<file path="src/rtl/mem_lsu_pkg.sv">
// Shared definitions for the memory-access stage: funct3 codes, FSM encoding and
// access-size helpers for byte enables, store lane replication and alignment.
package mem_lsu_pkg;

  localparam logic [2:0] INST_LB  = 3'b000;
  localparam logic [2:0] INST_LH  = 3'b001;
  localparam logic [2:0] INST_LW  = 3'b010;
  localparam logic [2:0] INST_LBU = 3'b100;
  localparam logic [2:0] INST_LHU = 3'b101;
  localparam logic [2:0] INST_SB  = 3'b000;
  localparam logic [2:0] INST_SH  = 3'b001;
  localparam logic [2:0] INST_SW  = 3'b010;

  typedef enum logic [1:0] {
    StIdle = 2'b00,
    StReq  = 2'b01,
    StResp = 2'b10,
    StDone = 2'b11
  } lsu_state_e;

  function automatic logic f3_legal(input logic is_store, input logic [2:0] f3);
    if (is_store) return f3 inside {INST_SB, INST_SH, INST_SW};
    return f3 inside {INST_LB, INST_LH, INST_LW, INST_LBU, INST_LHU};
  endfunction

  // funct3[1:0] encodes the access size for both loads and stores.
  function automatic logic [3:0] byte_en(input logic [2:0] f3, input logic [1:0] a);
    case (f3[1:0])
      2'b00:   return 4'b0001 << a;
      2'b01:   return 4'b0011 << {a[1], 1'b0};
      default: return 4'b1111;
    endcase
  endfunction

  function automatic logic [31:0] store_data(input logic [2:0] f3, input logic [31:0] d);
    case (f3[1:0])
      2'b00:   return {4{d[7:0]}};
      2'b01:   return {2{d[15:0]}};
      default: return d;
    endcase
  endfunction

  function automatic logic is_misaligned(input logic [2:0] f3, input logic [1:0] a);
    case (f3[1:0])
      2'b01:   return a[0];
      2'b10:   return a != 2'b00;
      default: return 1'b0;
    endcase
  endfunction

endpackage

</file>
<file path="src/rtl/mem_lsu_load_ext.sv">
// Load data extraction: selects the addressed byte/half of a bus word and
// sign- or zero-extends it according to funct3.
module mem_lsu_load_ext
  import mem_lsu_pkg::*;
(
  input  logic [31:0] rdata_i,
  input  logic [1:0]  addr_i,
  input  logic [2:0]  funct3_i,
  output logic [31:0] data_o
);

  logic [7:0]  w_byte;
  logic [15:0] w_half;

  always_comb begin
    w_byte = rdata_i[{addr_i, 3'b000} +: 8];
    w_half = addr_i[1] ? rdata_i[31:16] : rdata_i[15:0];
    case (funct3_i)
      INST_LB:  data_o = {{24{w_byte[7]}}, w_byte};
      INST_LBU: data_o = {24'b0, w_byte};
      INST_LH:  data_o = {{16{w_half[15]}}, w_half};
      INST_LHU: data_o = {16'b0, w_half};
      default:  data_o = rdata_i;
    endcase
  end

endmodule

</file>
<file path="src/rtl/mem_lsu.sv">
// Memory-access stage: runs a req/gnt/rvalid bus transaction, holds the pipeline
// while it is outstanding, and registers the writeback result. Option: MEM_MISALIGN_TRAP_EN.
module mem_lsu
  import mem_lsu_pkg::*;
#(
  parameter int unsigned RESP_TIMEOUT = 255
) (
  input  logic        clk,
  input  logic        rst_n,
  input  logic [2:0]  funct3_i,
  input  logic [31:0] mem_addr_i,
  input  logic [31:0] mem_data_i,
  input  logic        mem_we_i,
  input  logic        mem_re_i,
  input  logic [4:0]  rd_addr_i,
  input  logic [31:0] rd_data_i,
  input  logic        rd_wen_i,
  output logic        bus_req_o,
  output logic        bus_we_o,
  output logic [31:0] bus_addr_o,
  output logic [31:0] bus_wdata_o,
  output logic [3:0]  bus_be_o,
  input  logic        bus_gnt_i,
  input  logic        bus_rvalid_i,
  input  logic [31:0] bus_rdata_i,
  output logic [4:0]  rd_addr_o,
  output logic [31:0] rd_data_o,
  output logic        rd_wen_o,
  output logic        hold_flag_o,
  output logic        bus_err_o
`ifdef MEM_MISALIGN_TRAP_EN
  ,
  output logic        misalign_o,
  output logic [31:0] misalign_addr_o
`endif
);

  localparam int unsigned CntW = $clog2(RESP_TIMEOUT + 2);

  lsu_state_e      r_state, w_state_nxt;
  logic [31:0]     r_addr, r_wdata;
  logic [3:0]      r_be;
  logic [2:0]      r_funct3;
  logic [4:0]      r_rd_addr;
  logic            r_we;
  logic [CntW-1:0] r_cnt, w_cnt_inc;
  logic [4:0]      r_wb_addr;
  logic [31:0]     r_wb_data;
  logic            r_wb_wen, r_bus_err;
  logic            w_access, w_legal, w_misalign, w_start, w_timeout, w_in_req;
  logic [31:0]     w_load_data;

  assign w_access  = mem_we_i | mem_re_i;
  assign w_legal   = f3_legal(mem_we_i, funct3_i);
`ifdef MEM_MISALIGN_TRAP_EN
  assign w_misalign = is_misaligned(funct3_i, mem_addr_i[1:0]);
`else
  assign w_misalign = 1'b0;
`endif
  assign w_start   = (r_state == StIdle) & w_access & w_legal & ~w_misalign;
  assign w_in_req  = (r_state == StReq);
  assign w_cnt_inc = r_cnt + CntW'(1);
  // Abort once RESP_TIMEOUT cycles have been spent across REQ and RESP.
  assign w_timeout = (RESP_TIMEOUT != 0) && (w_cnt_inc == CntW'(RESP_TIMEOUT));

  mem_lsu_load_ext u_load_ext (
    .rdata_i  (bus_rdata_i),
    .addr_i   (r_addr[1:0]),
    .funct3_i (r_funct3),
    .data_o   (w_load_data)
  );

  always_comb begin
    w_state_nxt = r_state;
    unique case (r_state)
      StIdle: if (w_start) w_state_nxt = StReq;
      StReq: begin
        if (bus_gnt_i)      w_state_nxt = r_we ? StDone : StResp;
        else if (w_timeout) w_state_nxt = StDone;
      end
      StResp: if (bus_rvalid_i || w_timeout) w_state_nxt = StDone;
      StDone: w_state_nxt = StIdle;
      default: w_state_nxt = StIdle;
    endcase
  end

  always_ff @(posedge clk or negedge rst_n) begin
    if (!rst_n) begin
      r_state   <= StIdle;
      r_addr    <= '0;
      r_wdata   <= '0;
      r_be      <= '0;
      r_funct3  <= '0;
      r_rd_addr <= '0;
      r_we      <= 1'b0;
      r_cnt     <= '0;
    end else begin
      r_state <= w_state_nxt;
      if (w_start) begin
        r_addr    <= mem_addr_i;
        r_wdata   <= store_data(funct3_i, mem_data_i);
        r_be      <= byte_en(funct3_i, mem_addr_i[1:0]);
        r_funct3  <= funct3_i;
        r_rd_addr <= rd_addr_i;
        r_we      <= mem_we_i;
        r_cnt     <= '0;
      end else if (r_state == StReq || r_state == StResp) begin
        r_cnt <= w_cnt_inc;
      end
    end
  end

  always_ff @(posedge clk or negedge rst_n) begin
    if (!rst_n) begin
      r_wb_addr <= '0;
      r_wb_data <= '0;
      r_wb_wen  <= 1'b0;
      r_bus_err <= 1'b0;
    end else begin
      r_wb_wen  <= 1'b0;
      r_bus_err <= 1'b0;
      case (r_state)
        StIdle: begin
          if (!w_access) begin
            r_wb_addr <= rd_addr_i;
            r_wb_data <= rd_data_i;
            r_wb_wen  <= rd_wen_i;
          end
        end
        StReq: begin
          if (!bus_gnt_i && w_timeout) begin
            r_bus_err <= 1'b1;
            if (!r_we) begin
              r_wb_addr <= r_rd_addr;
              r_wb_data <= '0;
              r_wb_wen  <= 1'b1;
            end
          end
        end
        StResp: begin
          if (bus_rvalid_i) begin
            r_wb_addr <= r_rd_addr;
            r_wb_data <= w_load_data;
            r_wb_wen  <= 1'b1;
          end else if (w_timeout) begin
            r_bus_err <= 1'b1;
            r_wb_addr <= r_rd_addr;
            r_wb_data <= '0;
            r_wb_wen  <= 1'b1;
          end
        end
        default: ;
      endcase
    end
  end

`ifdef MEM_MISALIGN_TRAP_EN
  logic        r_misalign;
  logic [31:0] r_misalign_addr;

  always_ff @(posedge clk or negedge rst_n) begin
    if (!rst_n) begin
      r_misalign      <= 1'b0;
      r_misalign_addr <= '0;
    end else begin
      r_misalign <= 1'b0;
      if (r_state == StIdle && w_access && w_legal && w_misalign) begin
        r_misalign      <= 1'b1;
        r_misalign_addr <= mem_addr_i;
      end
    end
  end

  assign misalign_o      = r_misalign;
  assign misalign_addr_o = r_misalign_addr;
`endif

  // Bus fields are only driven while the request is live.
  assign bus_req_o   = w_in_req;
  assign bus_we_o    = w_in_req & r_we;
  assign bus_addr_o  = w_in_req ? {r_addr[31:2], 2'b00} : '0;
  assign bus_wdata_o = w_in_req ? r_wdata : '0;
  assign bus_be_o    = w_in_req ? r_be : '0;

  assign rd_addr_o   = r_wb_addr;
  assign rd_data_o   = r_wb_data;
  assign rd_wen_o    = r_wb_wen;
  assign bus_err_o   = r_bus_err;
  assign hold_flag_o = w_start | (r_state == StReq) | (r_state == StResp);

endmodule

</file>
<file path="config.mk">
export PLATFORM = sky130hd
export DESIGN_NAME = mem_lsu
export DESIGN_NICKNAME = d
export VERILOG_FILES = /design/src/rtl/mem_lsu_pkg.sv /design/src/rtl/mem_lsu_load_ext.sv /design/src/rtl/mem_lsu.sv
export SDC_FILE = /design/constraint.sdc
export NUM_CORES = 1
export LEC_CHECK = 0
export ABC_AREA = 1
export CORE_MARGIN = 8
export CORE_UTILIZATION = 39
export DETAILED_ROUTE_END_ITERATION = 12
export PLACE_DENSITY_LB_ADDON = 0.12
export SYNTH_ARGS = -nofsm -noshare
export SYNTH_HDL_FRONTEND = slang
export SYNTH_SLANG_ARGS = --single-unit
</file>
<file path="constraint.sdc">
create_clock -name clk -period 2.3 [get_ports clk]
set_input_delay 0.23 -clock clk [delete_from_list [all_inputs] [get_ports clk]]
set_output_delay 0.23 -clock clk [all_outputs]
set_load 0.01 [all_outputs]
</file>
==> out/metrics.cfg <==
[status]
outcome = finished clean

[place]
globalplace.congestion = 0.863
port_buffers = 250
dpl.hpwl_microns = 17800
placement.setup.worst_slack_ns = 0.222

[job]
timing.max_cap.violations = 0

[synth]
adder_cell_fraction_of_synth_area_pct = 1.06
post_synth_instance_area_sq_um = 7080
synth_simple_gate_area_share_pct = 34.2
synth_xor_area_share_pct = 0
synth.largest_area_cell = sky130_fd_sc_hd__dfrtp_1
synth-seq-area-share_pct = 44.9
ys_warn_count = 0
postSynthRegisterBits = 127
synthesized_area_per_cell_sq_um = 6.89
synth.lib_cells_used.distinct = 33
synth_top_area_share_pct = 44.9
synth.top_cells.by_area = sky130_fd_sc_hd__dfrtp_1 (45%), sky130_fd_sc_hd__nand2_1 (26%), sky130_fd_sc_hd__inv_1 (5.7%), sky130_fd_sc_hd__o21ai_0 (5.0%), sky130_fd_sc_hd__nand3_1 (3.3%)
yosys-mux-area-fraction_pct = 0
combinational_family_with_the_most_area_after_synthesis = simple AND/OR/NAND/NOR gates
postSynthCellCount = 1027
synth_compound_area_share_pct = 10.1

[cts]
cts_made_buffers = 17
cts_tree = yes
clk_root_buffer_cell = sky130_fd_sc_hd__clkbuf_16
cts_sinks = 127
clk_latency_ns = 0.41
clk_pin_slew_ns = 0.06
htree_levels = 4
clock_path_buffers = 2

[routing]
detail_route.first_pass.iterations = 5
drtAntennaViolNets = 0
post-route-drc-count = 0
routed_wirelength_microns = 24200
routed-via-count = 7316
detail_route.vias_per_cell = 4.82
wire_per_inst_microns = 16.0
first_drt_iteration_drcs = 532

[cells_and_area]
num-nets-final = 1424
flow.area_growth_from_synthesis_pct = 51.1
final-seq-area_sq_um = 3180
num-fill-cells = 1681
multi_input_comb_area_sq_um = 3250
drive_gt1_share_pct = 6.99

[sta]
final.min_clock_period_ns = 2.26
fin_ws_ns = 0.0414
timing.max_slew.rel_slack_pct = 62.3
timing.hold.ws_ns = 0.285
final-setup-viol-count = 0
rsz0062_at_grt = yes
clock_skew_after_layout_ns = 0.00936
finalMaxSlewViolations = 0
tightestPinTransition_ns = 0.564
final.period_utilization_pct = 98.2
maximum_clock_rate_mhz = 443
finalHoldViolations = 0

[grt]
global_route_wire_length_before_repair_microns = 38200
grtUsageTotal_pct = 21.4
largest_net_degree_at_the_start_of_global_routing = 63
global_route.usage.met1_pct = 27.2
global_route.peak_usage_layer = met2
grt_antenna_before_repair = 3
grt.met2_usage_pct = 34.5
grt_use_met3_pct = 6.61
grt_pass1_vias = 7240
globalRoute.totalOverflow = 0

[power]
irDropWorstVdd_mv = 0.706
power_density_relative_to_cell_area_nw_per_um2 = 1260
power.static_leakage_nw = 6.16

[setup_path]
critPathMaxFanout = 15
critical_path_required_time_ns = 2.07
worst_setup_path_start_kind = register
crit_type = reg -> out
worst-endpoint-arrival_ns = 2.03
timing.reg2reg.worst_path_depth = 11
setup.worst_path.end_class = primary output

[worst_hold_path]
hold_class = in -> async

[floorplan]
dieHeight_microns = 151
initial_utilization_pct = 39.5
pin_count = 253
fp.dieArea_sq_um = 22700
floorplan.rows = 49
design.core.area_sq_um = 17900
die_w_microns = 151

[cells in the mapped netlist (all sizes together)]
cell type	count
a31oi	1
nand4	2
a21oi	34
ha	6
clkbuf	36
conb	1
a211oi	2
nand2	484
inv	111
dfrtp	127
o31ai	1
buf	17
or3	1
o211ai	12
nand3	58
nor3	1
nor2	53
o22ai	6
o2111ai	1
o21ai	73
[report_power, final]
group	total [W]	internal [W]	switching [W]
clock	0.00285	0.00181	0.00105
combinational	0.00681	0.00297	0.00384
sequential	0.00382	0.00321	0.000617
[cell families (layout without fill, tap and decap cells)]
logic type / count (synthesis) / after routing
other cells: 1 / 3
buf+inv: 164 / 423
fa+ha+maj: 6 / 6
compound gates: 130 / 130
flops: 127 / 127
simple gates: 599 / 599
[final timing paths]
| kind | from | end | slack, ns |
|---|---|---|---|
| setup / recovery | r_state[1] | bus_wdata_o[11] | 0.04 |
| hold / removal | rst_n | r_addr[22] | 0.29 |
| max in group asynchronous | rst_n | rd_data_o[12] | 1.25 |
| setup reg to reg | r_cnt[0] | rd_data_o[19] | 0.20 |
| hold reg to reg | rd_data_o[17] | rd_data_o[17] | 0.47 |
| min in group clk | mem_addr_i[23] | r_addr[23] | 0.35 |
[flip-flops by register name, summed over array words and instances (netlist names)]
| signal | flops |
|---|---|
| rd_wen_o | 1 |
| r_be | 4 |
| r_wdata | 32 |
| bus_err_o | 1 |
| r_we | 1 |
| r_state | 2 |
| r_addr | 32 |
| r_cnt | 9 |
| rd_addr_o | 5 |
| rd_data_o | 32 |
| r_rd_addr | 5 |
| r_funct3 | 3 |
[per-stage QoR]
step | instances | total power (W) | setup TNS [ns] | cell area, sq um | utilization [%]
2_1_floorplan | 1028 | 0.00771 | 0 | 7080 | -
3_3_place_gp | 1480 | 0.0104 | 0 | 9890 | 55.2
3_5_place_dp | 1480 | 0.0105 | 0 | 9890 | 55.2
4_1_cts | 1516 | 0.0137 | -0.103 | 10600 | 59.2
5_1_grt | 1516 | 0.0146 | -0.122 | 10700 | 59.7
6_report | 1517 | 0.0135 | 0 | 10700 | 59.7
[routing by layer]
metal | up-vias | part of all wire [%] | wire (microns)
met5 | - | 0.12 | 28
met4 | 6 | 1.2 | 285
met3 | 23 | 9.4 | 2270
met2 | 242 | 47 | 11400
met1 | 3380 | 42 | 10200
li1 | 3665 | - | -
[layout by cell type (no fill, tap or decap), drive strengths merged, types with 2 or more instances in the layout]
master	n
conb	2
a21oi	34
nand4	2
ha	6
nand2	484
o211ai	12
dlymetal6s2s	32
clkbuf	17
inv	111
clkdlybuf4s50	213
o22ai	6
dlygate4sd2	4
dfrtp	127
clkinvlp	2
clkinv	8
o21ai	73
buf	30
bufinv	4
a211oi	2
nand3	58
nor2	53
[worst max-delay path, stage by stage (launching register included)]
cell                              delay [ns]
sky130_fd_sc_hd__dfrtp_1                0.40
sky130_fd_sc_hd__inv_2                  0.08
sky130_fd_sc_hd__ha_4                   0.19
sky130_fd_sc_hd__bufbuf_16              0.31
sky130_fd_sc_hd__nand2_1                0.07
sky130_fd_sc_hd__inv_1                  0.05
sky130_fd_sc_hd__clkdlybuf4s50_1        0.52
[final cells by class]
type                    count  area share (%)
clock inverters            14            1.81
clock buffers              17            3.98
well taps                 229            2.68
repair buffers            281            27.5
flip-flops and latches    127            29.7
inverters                 111            3.90
multi-input cells         737            30.4
diodes                      1          0.0234
[what timing repair did]
action | 4_1_cts | 5_1_grt
gates resized for setup | 7 | 37
setup endpoints to repair | 59 | 63
hold buffers | 1 | 0
setup buffers | 2 | 0
cloned | 2 | 0
hold endpoints to repair | 36 | 0
No activity file was read; power rests on OpenSTA's default activity.
